## config.mk

```make
export PLATFORM = sky130hd
export DESIGN_NAME = countdown_timer_display_flat
export DESIGN_NICKNAME = d
export VERILOG_FILES = /design/src/rtl/countdown_timer_display_if.sv /design/src/rtl/countdown_timer_display.sv /design/src/flat_wrapper.sv
export SDC_FILE = /design/constraint.sdc
export NUM_CORES = 1
export LEC_CHECK = 0
export CAP_MARGIN = 20
export CELL_PAD_IN_SITES_DETAIL_PLACEMENT = 1
export CELL_PAD_IN_SITES_GLOBAL_PLACEMENT = 1
export CORE_MARGIN = 3
export CORE_UTILIZATION = 42
export DETAILED_ROUTE_END_ITERATION = 12
export PLACE_DENSITY = 0.79
export RECOVER_POWER = 50
export SYNTH_ARGS = -nofsm -noshare
export SYNTH_HDL_FRONTEND = slang
export SYNTH_SLANG_ARGS = --single-unit
```

## constraint.sdc

```tcl
create_clock -name Clock -period 2.55 [get_ports Clock]
set_input_delay 0.3825 -clock Clock [delete_from_list [all_inputs] [get_ports Clock]]
set_output_delay 0.3825 -clock Clock [all_outputs]
set_load 0.01 [all_outputs]
```

## src/rtl/countdown_timer_display_if.sv

```systemverilog
// Control/display bundle of the countdown timer: divider strobes and buttons in,
// multiplexed 7-segment drive and status out.
interface countdown_timer_display_if;
  logic       Tick_1Hz;
  logic       Scan_Clk;
  logic       Start;
  logic       Clear;
  logic [3:0] Digit_En;
  logic [6:0] Segments;
  logic       Alarm;
  logic [1:0] State;

  modport master (
    output Tick_1Hz, Scan_Clk, Start, Clear,
    input  Digit_En, Segments, Alarm, State
  );

  modport slave (
    input  Tick_1Hz, Scan_Clk, Start, Clear,
    output Digit_En, Segments, Alarm, State
  );
endinterface

```

## src/rtl/countdown_timer_display.sv

```systemverilog
// MM:SS countdown timer held as four BCD digits, with a start/pause/done FSM
// and a 4-digit multiplexed active-low 7-segment display driver.
module countdown_timer_display #(
  parameter int PRESET_MIN = 1,
  parameter int PRESET_SEC = 30
) (
  input logic                      Clock,
  input logic                      Reset,
  countdown_timer_display_if.slave tmr
);

  localparam logic [3:0] PRE_MT = 4'(PRESET_MIN / 10);
  localparam logic [3:0] PRE_MO = 4'(PRESET_MIN % 10);
  localparam logic [3:0] PRE_ST = 4'(PRESET_SEC / 10);
  localparam logic [3:0] PRE_SO = 4'(PRESET_SEC % 10);

  typedef enum logic [1:0] {
    IDLE  = 2'd0,
    RUN   = 2'd1,
    PAUSE = 2'd2,
    DONE  = 2'd3
  } state_t;

  state_t     state, state_next;
  logic       tick_prev, scan_prev;
  logic       tick_pulse, scan_pulse;
  logic [3:0] mt, mo, st, so;
  logic [3:0] dec_mt, dec_mo, dec_st, dec_so;
  logic       count_zero, count_one;
  logic       load_preset, do_dec;
  logic [1:0] scan_idx;
  logic [3:0] digit;

  function automatic logic [6:0] seg_decode(input logic [3:0] d);
    logic [6:0] s;
    case (d)
      4'd0:    s = 7'b1000000;
      4'd1:    s = 7'b1111001;
      4'd2:    s = 7'b0100100;
      4'd3:    s = 7'b0110000;
      4'd4:    s = 7'b0011001;
      4'd5:    s = 7'b0010010;
      4'd6:    s = 7'b0000010;
      4'd7:    s = 7'b1111000;
      4'd8:    s = 7'b0000000;
      4'd9:    s = 7'b0010000;
      default: s = 7'b1111111;
    endcase
    return s;
  endfunction

  // Edge detectors reset high so a strobe already high at release is not a pulse.
  always_ff @(posedge Clock or negedge Reset) begin
    if (!Reset) begin
      tick_prev <= 1'b1;
      scan_prev <= 1'b1;
    end else begin
      tick_prev <= tmr.Tick_1Hz;
      scan_prev <= tmr.Scan_Clk;
    end
  end

  assign tick_pulse = tmr.Tick_1Hz & ~tick_prev;
  assign scan_pulse = tmr.Scan_Clk & ~scan_prev;

  assign count_zero = (mt == 4'd0) && (mo == 4'd0) && (st == 4'd0) && (so == 4'd0);
  assign count_one  = (mt == 4'd0) && (mo == 4'd0) && (st == 4'd0) && (so == 4'd1);

  // One-second BCD decrement with borrow chain; only used when the count is non-zero.
  always_comb begin
    dec_mt = mt;
    dec_mo = mo;
    dec_st = st;
    dec_so = so;
    if (so != 4'd0) begin
      dec_so = so - 4'd1;
    end else begin
      dec_so = 4'd9;
      if (st != 4'd0) begin
        dec_st = st - 4'd1;
      end else begin
        dec_st = 4'd5;
        if (mo != 4'd0) begin
          dec_mo = mo - 4'd1;
        end else begin
          dec_mo = 4'd9;
          dec_mt = mt - 4'd1;
        end
      end
    end
  end

  always_ff @(posedge Clock or negedge Reset) begin
    if (!Reset) state <= IDLE;
    else        state <= state_next;
  end

  // Clear overrides everything; a tick in RUN is applied even when Start arrives with it.
  always_comb begin
    state_next  = state;
    load_preset = 1'b0;
    do_dec      = 1'b0;
    if (tmr.Clear) begin
      state_next  = IDLE;
      load_preset = 1'b1;
    end else begin
      case (state)
        IDLE: begin
          if (tmr.Start) state_next = count_zero ? DONE : RUN;
        end
        RUN: begin
          if (tick_pulse) begin
            do_dec = 1'b1;
            if (count_one)      state_next = DONE;
            else if (tmr.Start) state_next = PAUSE;
          end else if (tmr.Start) begin
            state_next = PAUSE;
          end
        end
        PAUSE: begin
          if (tmr.Start) state_next = RUN;
        end
        DONE: begin
          if (tmr.Start) begin
            state_next  = IDLE;
            load_preset = 1'b1;
          end
        end
        default: state_next = IDLE;
      endcase
    end
  end

  always_ff @(posedge Clock or negedge Reset) begin
    if (!Reset) begin
      mt <= PRE_MT;
      mo <= PRE_MO;
      st <= PRE_ST;
      so <= PRE_SO;
    end else if (load_preset) begin
      mt <= PRE_MT;
      mo <= PRE_MO;
      st <= PRE_ST;
      so <= PRE_SO;
    end else if (do_dec) begin
      mt <= dec_mt;
      mo <= dec_mo;
      st <= dec_st;
      so <= dec_so;
    end
  end

  always_ff @(posedge Clock or negedge Reset) begin
    if (!Reset)          scan_idx <= 2'd0;
    else if (scan_pulse) scan_idx <= scan_idx + 2'd1;
  end

  // Display mux: index 0 is seconds ones, 3 is minutes tens (blanked when zero).
  always_comb begin
    case (scan_idx)
      2'd0:    digit = so;
      2'd1:    digit = st;
      2'd2:    digit = mo;
      default: digit = mt;
    endcase
    tmr.Digit_En = ~(4'b0001 << scan_idx);
    if ((scan_idx == 2'd3) && (mt == 4'd0)) tmr.Segments = 7'b1111111;
    else                                    tmr.Segments = seg_decode(digit);
  end

  assign tmr.Alarm = (state == DONE);
  assign tmr.State = state;

endmodule

```

## src/flat_wrapper.sv

```systemverilog
// flat-port wrapper written by rule: the top's interface ports become plain ports
module countdown_timer_display_flat 
#(
  parameter int PRESET_MIN = 1,
  parameter int PRESET_SEC = 30
)
  (Clock, Reset, tmr_Tick_1Hz, tmr_Scan_Clk, tmr_Start, tmr_Clear, tmr_Digit_En, tmr_Segments, tmr_Alarm, tmr_State);
  countdown_timer_display_if tmr_i ();
  input logic Clock;
  input logic Reset;
  input wire logic [$bits(tmr_i.Tick_1Hz)-1:0] tmr_Tick_1Hz;
  input wire logic [$bits(tmr_i.Scan_Clk)-1:0] tmr_Scan_Clk;
  input wire logic [$bits(tmr_i.Start)-1:0] tmr_Start;
  input wire logic [$bits(tmr_i.Clear)-1:0] tmr_Clear;
  output wire logic [$bits(tmr_i.Digit_En)-1:0] tmr_Digit_En;
  output wire logic [$bits(tmr_i.Segments)-1:0] tmr_Segments;
  output wire logic [$bits(tmr_i.Alarm)-1:0] tmr_Alarm;
  output wire logic [$bits(tmr_i.State)-1:0] tmr_State;
  assign tmr_i.Tick_1Hz = tmr_Tick_1Hz;
  assign tmr_i.Scan_Clk = tmr_Scan_Clk;
  assign tmr_i.Start = tmr_Start;
  assign tmr_i.Clear = tmr_Clear;
  assign tmr_Digit_En = tmr_i.Digit_En;
  assign tmr_Segments = tmr_i.Segments;
  assign tmr_Alarm = tmr_i.Alarm;
  assign tmr_State = tmr_i.State;
  countdown_timer_display #(.PRESET_MIN(PRESET_MIN), .PRESET_SEC(PRESET_SEC)) u_core (.Clock(Clock), .Reset(Reset), .tmr(tmr_i));
endmodule
```

Word-level counts from Yosys, hierarchy flattened
Memory sizes are Yosys's and may differ from the RTL's.
Index checks and enable logic that the tools add are counted.
{"block": "totals", "ramBits": 0, "n_memories": 1, "in_bits": 6, "out_inout_bits": 14, "mem_bits_ro": 112, "latchBits": 0, "reg_bits": 22, "word_cells": 86}
{"memory": "(name not given)", "depth": 16, "word_bits": 7, "rd": 1, "rd_ports_with_merged_regs": 0, "write_ports": 0, "line": "countdown_timer_display.sv:36", "text": "case (d)"}
{"block": "op_classes", "n_addsub": 5, "n_reduce_logical": 19, "magnitude_cmp": 0, "bitwise": 5, "mul": 0, "n_mux": 34, "n_div": 0, "shifts": 1, "eq_ne": 13}
{"operator": "4-bit 2-to-1 mux", "count": 17}
{"operator": "4-bit logical NOT", "count": 4}
{"operator": "2-bit 2-to-1 mux", "count": 8}
{"operator": "4-bit by 1-bit subtractor with 4-bit output, second input constant", "count": 4}
{"operator": "4-bit one-hot mux with 3 select lines", "count": 1}
{"operator": "4-bit nonzero test", "count": 3}
{"operator": "3-bit != test, second input constant", "count": 3}
{"operator": "2-bit == test, second input constant", "count": 4}
{"operator": "2-bit one-hot mux with 4 select lines", "count": 1}
{"operator": "7-bit 2-to-1 mux", "count": 1}
{"operator": "1-bit 2-to-1 mux", "count": 6}
{"operator": "2-bit by 1-bit != test with 1-bit output, second input constant", "count": 3}
{"operator": "3-bit AND reduction", "count": 2}
{"operator": "1-bit logical AND", "count": 5}
{"operator": "2-bit by 1-bit == test with 1-bit output, second input constant", "count": 2}
{"operator": "4-bit by 1-bit == test with 1-bit output, second input constant", "count": 1}
{"operator": "2-bit logical NOT", "count": 2}
{"operator": "4-bit NOT", "count": 1}
{"operator": "4-bit AND reduction", "count": 1}
{"operator": "1-bit by 2-bit << shifter with 4-bit output, first input constant", "count": 1}
{"operator": "2-bit by 1-bit adder with 2-bit output, second input constant", "count": 1}
{"operator": "1-bit AND", "count": 2}
{"operator": "1-bit NOT", "count": 2}
{"operator": "2-bit AND reduction", "count": 1}
{"operator": "2-bit nonzero test", "count": 1}

Logic depth before layout (Yosys ltp)
{"block": "depth", "ltp_word": 8, "depth_mapped": 8, "depth_no_buf": 8}

Worst setup path after synthesis
OpenSTA, ideal clock, no wires.
{"block": "synth_timing", "path_kind": "reg-to-output", "from": "register u_core.scan_idx[0]", "to": "output tmr_Segments[4]", "path_buffers": 1, "stages_incl_launch_ff": 8, "arrival_time_ns": 1.921, "t_required_ns": 2.168, "slack_ns": 0.246, "cell_sequence": "dfrtp_1 -> ha_1 -> clkbuf_1 -> mux2i_1 -> inv_1 -> ha_1 -> and3_1 -> o21ai_1"}
{"block": "synth_via", "elab_chain_cells": 4, "word_cells_on_any_way": 8, "classes_between": "3 x eq/ne; 2 x mux; 2 x reduce/logical; 1 x memory"}
{"element": "start, declared", "line": "countdown_timer_display.sv:31", "text": "logic [1:0] scan_idx;"}
{"element": "start signal, assigned", "line": "countdown_timer_display.sv:155", "text": "else if (scan_pulse) scan_idx <= scan_idx + 2'd1;"}
{"element": "2-bit == test, or another cell as far along", "line": "countdown_timer_display.sv:160", "text": "case (scan_idx)"}
{"element": "4-bit one-hot mux with 3 select lines", "line": "countdown_timer_display.sv:160"}
{"element": "memory read 16 x 7 bit"}
{"element": "7-bit 2-to-1 mux (*)", "line": "countdown_timer_display.sv:167", "text": "if ((scan_idx == 2'd3) && (mt == 4'd0)) tmr.Segments = 7'b1111111;"}
{"element": "end, declared", "line": "flat_wrapper.sv:16", "text": "output wire logic [$bits(tmr_i.Segments)-1:0] tmr_Segments;"}
Mark *: on every way between the ends. The rest lies on a longest branch, timed or not.

Worst setup path after layout
{"block": "layout_timing", "from": "register u_core.scan_idx[0]", "to": "output tmr_Segments[6]"}
Same word-level chain as after synthesis.

==> results_dict.tcl <==
set metrics [dict create \
    synth_cell_types 50 \
    ir_worst_vdd_uv 713 \
    cts_buffers 3 \
    start_util_pct 45.3 \
    fin_crit_sh_pct 109 \
    die_w_um 67.1 \
    place_ws_ns -0.270 \
    dpl-instance-area_mm2 0.00192 \
    synth_edf_count 0 \
    cts_hold_buf 0 \
    pin_count 20 \
    critPathMaxFanout 8 \
    crit_path_max_incr_delay_ns 0.44 \
    netlist_instances 165 \
    ys_warn_count 0 \
    yosys.area.top_type "dfrtp_1" \
    maxCapViolCount 0 \
    crit_type "register to output port" \
    nFillCells 397 \
    die_h_um 67.1 \
    crit_arrival_ns 2.40 \
    rsz0062_at_grt "true" \
    hold_class "register to register" \
    drive_gt1_share_pct 37.0 \
    cp.required_ns 2.17 \
    avgSynthCellArea_um2 9.52 \
    htreeDepth 1 \
    hold_violations 0 \
    min_period_ns 2.78 \
    gp_congestion 0.904 \
    area_growth_pct 40.0 \
    path_clk_slew_ns 0.08 \
    num_vias 1574 \
    path_cells "inv_4 -> ha_4 -> buf_6 -> a222oi_1 -> buf_4 -> mux2i_4 -> xnor2_2 -> a31oi_1 -> buf_2" \
    start_kind "register" \
    grt_usage_pct 26.0 \
    worst_slack_ns -0.235 \
    multiInputGateArea_mm2 0.00109 \
    netlist_area_mm2 0.00157 \
    synth_nets 184 \
    grt_overflow 0 \
    holdWs_ns 0.580 \
    dp_hpwl_um 3470 \
    ys_seq_area_share_pct 35.5 \
    grt_max_degree 23 \
    root_buffer "clkbuf_8" \
    routed_via_density 6.12 \
    synth_seq_cells 22 \
    slew_headroom_pct 19.6 \
    fp.dieArea_mm2 0.00451 \
    fin_worst_skew_ns 0.00704 \
    first_pass_iters 4 \
    drc_errors 0 \
    crit_family "compound AO/OA/AOI/OAI gates" \
    clockBufferDepth 2 \
    slew_viol_final 0 \
    cellPowerDensity_mw_per_mm2 883 \
    yosysTopAreaCellShare_pct 27.1 \
    ys_top_cells_by_area "dfrtp_1 (27%), ha_1 (10%), dfstp_2 (8.4%)" \
    grt_pass1_wl_um 8720 \
    drt_wl_total_um 5640 \
    port_buffers 19 \
    worst_skew_pair.late_latency_ns 0.27 \
    final_nets 231 \
    critPathBufInv 4 \
    worst_pin_slew_ns 1.21 \
    setup_viol 7 \
    design_area_mm2 0.00220 \
    critPathCaptureType "output port" \
    async_flop_share_pct 100 \
    core_region_area_mm2 0.00347 \
    drtIter0Drc 112 \
    antenna_left 0 \
    n_antenna_cell 0 \
    cts_tree "done" \
    regArea_um2 559 \
    antenna_found_initial 0 \
    cellLeakagePower_nw 0.911 \
    outcome "complete, but fails checks" \
    rows 21 \
    wl_per_cell_um 21.9 \
    max_freq_mhz 359 \
    violations "negative setup slack" \
    cp_slowest_cell "dfrtp_2" \
    yosys_most_used_dff "dfrtp_1" \
    cts.sinks 22 \
    grt_pass1_vias 1699 \
    fin_util_pct 63.4 \
]
-- through the flow --
step	setup TNS, ns	power [mW]	std cells
after floorplan	0	0.837	165
after global placement	-0.572	1.27	242
after detailed placement	-1.43	1.31	242
after CTS	-0.0439	1.76	256
after global routing	-1.85	2.04	257
final	-1.27	1.94	257
-- worst register-to-register path: cells and delay by family, from the launching register on --
kind	cells	cell delay, ns
fa+ha+maj	1	0.21
compound gates	1	0.14
simple gates	3	1.30
buf+inv	1	0.10
flops	1	0.43
-- kinds of logic (layout without fill, tap and decap cells) --
| logic type | Yosys count | count (layout) | share of synthesized area (%) |
|---|---|---|---|
| flip-flops | 22 | 22 | 35.5 |
| XOR/XNOR | 4 | 4 | 2.23 |
| multiplexers | 9 | 9 | 6.29 |
| adder cells (fa/ha/maj) | 13 | 13 | 10.4 |
| AND/OR/NAND/NOR | 60 | 60 | 24.9 |
| buffers and inverters | 20 | 66 | 4.78 |
| AO/OA/AOI/OAI | 37 | 37 | 15.9 |
-- Yosys cell counts (all sizes together) (3+ instances only) --
library cell,n
ha,13
nor2,10
xnor2,3
a222oi,4
dfrtp,17
nor3,4
nand3,9
a21oi,9
and3,3
clkbuf,3
inv,17
mux2,4
a31oi,4
nand4,3
o21ai,8
mux2i,5
nand2,9
dfstp,5
nor4,3
-- what timing repair did --
action,in CTS,in global routing
pin swaps,11,8
endpoints found under the setup margin,7,7
resized for setup,54,12
setup buffers,10,2
-- path summary, 6_finish.rpt --
kind / from / end / slack [ns] / depth (start not counted)
min in group asynchronous: Reset / u_core.so[0] / 0.88 / 2
worst min register to register: u_core.mt[1] / u_core.mt[1] / 0.58 / 2
max in group asynchronous: Reset / u_core.scan_idx[1] / 0.88 / 2
worst min-delay path: u_core.mt[1] / u_core.mt[1] / 0.58 / 2
worst max-delay path: u_core.scan_idx[0] / tmr_Segments[6] / -0.23 / 9
worst max register to register: u_core.mo[1] / u_core.mt[2] / 0.30 / 6
-- sequential cells by signal, summed over array words and instances (netlist names) --
name	count
u_core.mo	4
u_core.tmr.State	2
u_core.so	4
u_core.mt	4
u_core.st	4
u_core.tick_prev	1
u_core.scan_idx	2
u_core.scan_prev	1
-- cells in the final DEF (no fill, tap or decap), types with 2 or more instances in the layout --
cell type | Yosys | layout
inv_1 | 17 | 15
or4_1 | 2 | 2
o21ai_0 | 5 | 3
a21oi_1 | 9 | 8
nand2b_1 | 2 | 2
nand2_1 | 8 | 8
buf_6 | 0 | 2
a31oi_1 | 4 | 4
inv_4 | 0 | 2
o31ai_1 | 2 | 2
dfrtp_1 | 17 | 15
xnor2_1 | 3 | 2
mux2i_2 | 1 | 2
dfstp_2 | 5 | 5
clkdlybuf4s50_1 | 0 | 9
dfrtp_2 | 0 | 2
dlygate4sd3_1 | 0 | 3
a222oi_1 | 4 | 4
ha_4 | 0 | 4
buf_2 | 0 | 7
nor4b_1 | 2 | 2
nand4_1 | 2 | 2
mux2i_4 | 0 | 2
o41ai_1 | 2 | 2
or3_1 | 2 | 2
mux2_2 | 3 | 3
nor2_1 | 10 | 10
nor3_1 | 4 | 3
ha_2 | 0 | 2
and3_1 | 3 | 3
o21ai_1 | 3 | 3
buf_4 | 0 | 23
ha_1 | 13 | 7
clkbuf_8 | 0 | 3
and4_2 | 2 | 2
nand3_1 | 8 | 8
-- routing by layer --
layer / wire length, µm / global-route usage [%]
met1: 2210 / 29.3
met2: 2870 / 46.3
met3: 228 / 5.66
met4: 335 / 12.4
met5: 0 / 0
-- where the power goes --
group,internal (mW),switching [mW]
combinational,0.575,0.616
sequential,0.376,0.0437
clock,0.210,0.120
-- layout make-up --
| type | instances | share of cell area, % |
|---|---|---|
| Clock inverter | 1 | 1.37 |
| Clock buffer | 3 | 1.88 |
| Inverter | 17 | 3.13 |
| Tap cell | 46 | 2.62 |
| Multi-Input combinational cell | 123 | 49.5 |
| Sequential cell | 22 | 25.4 |
| Timing Repair Buffer | 45 | 16.1 |
Power figures use the tool's default switching activity.
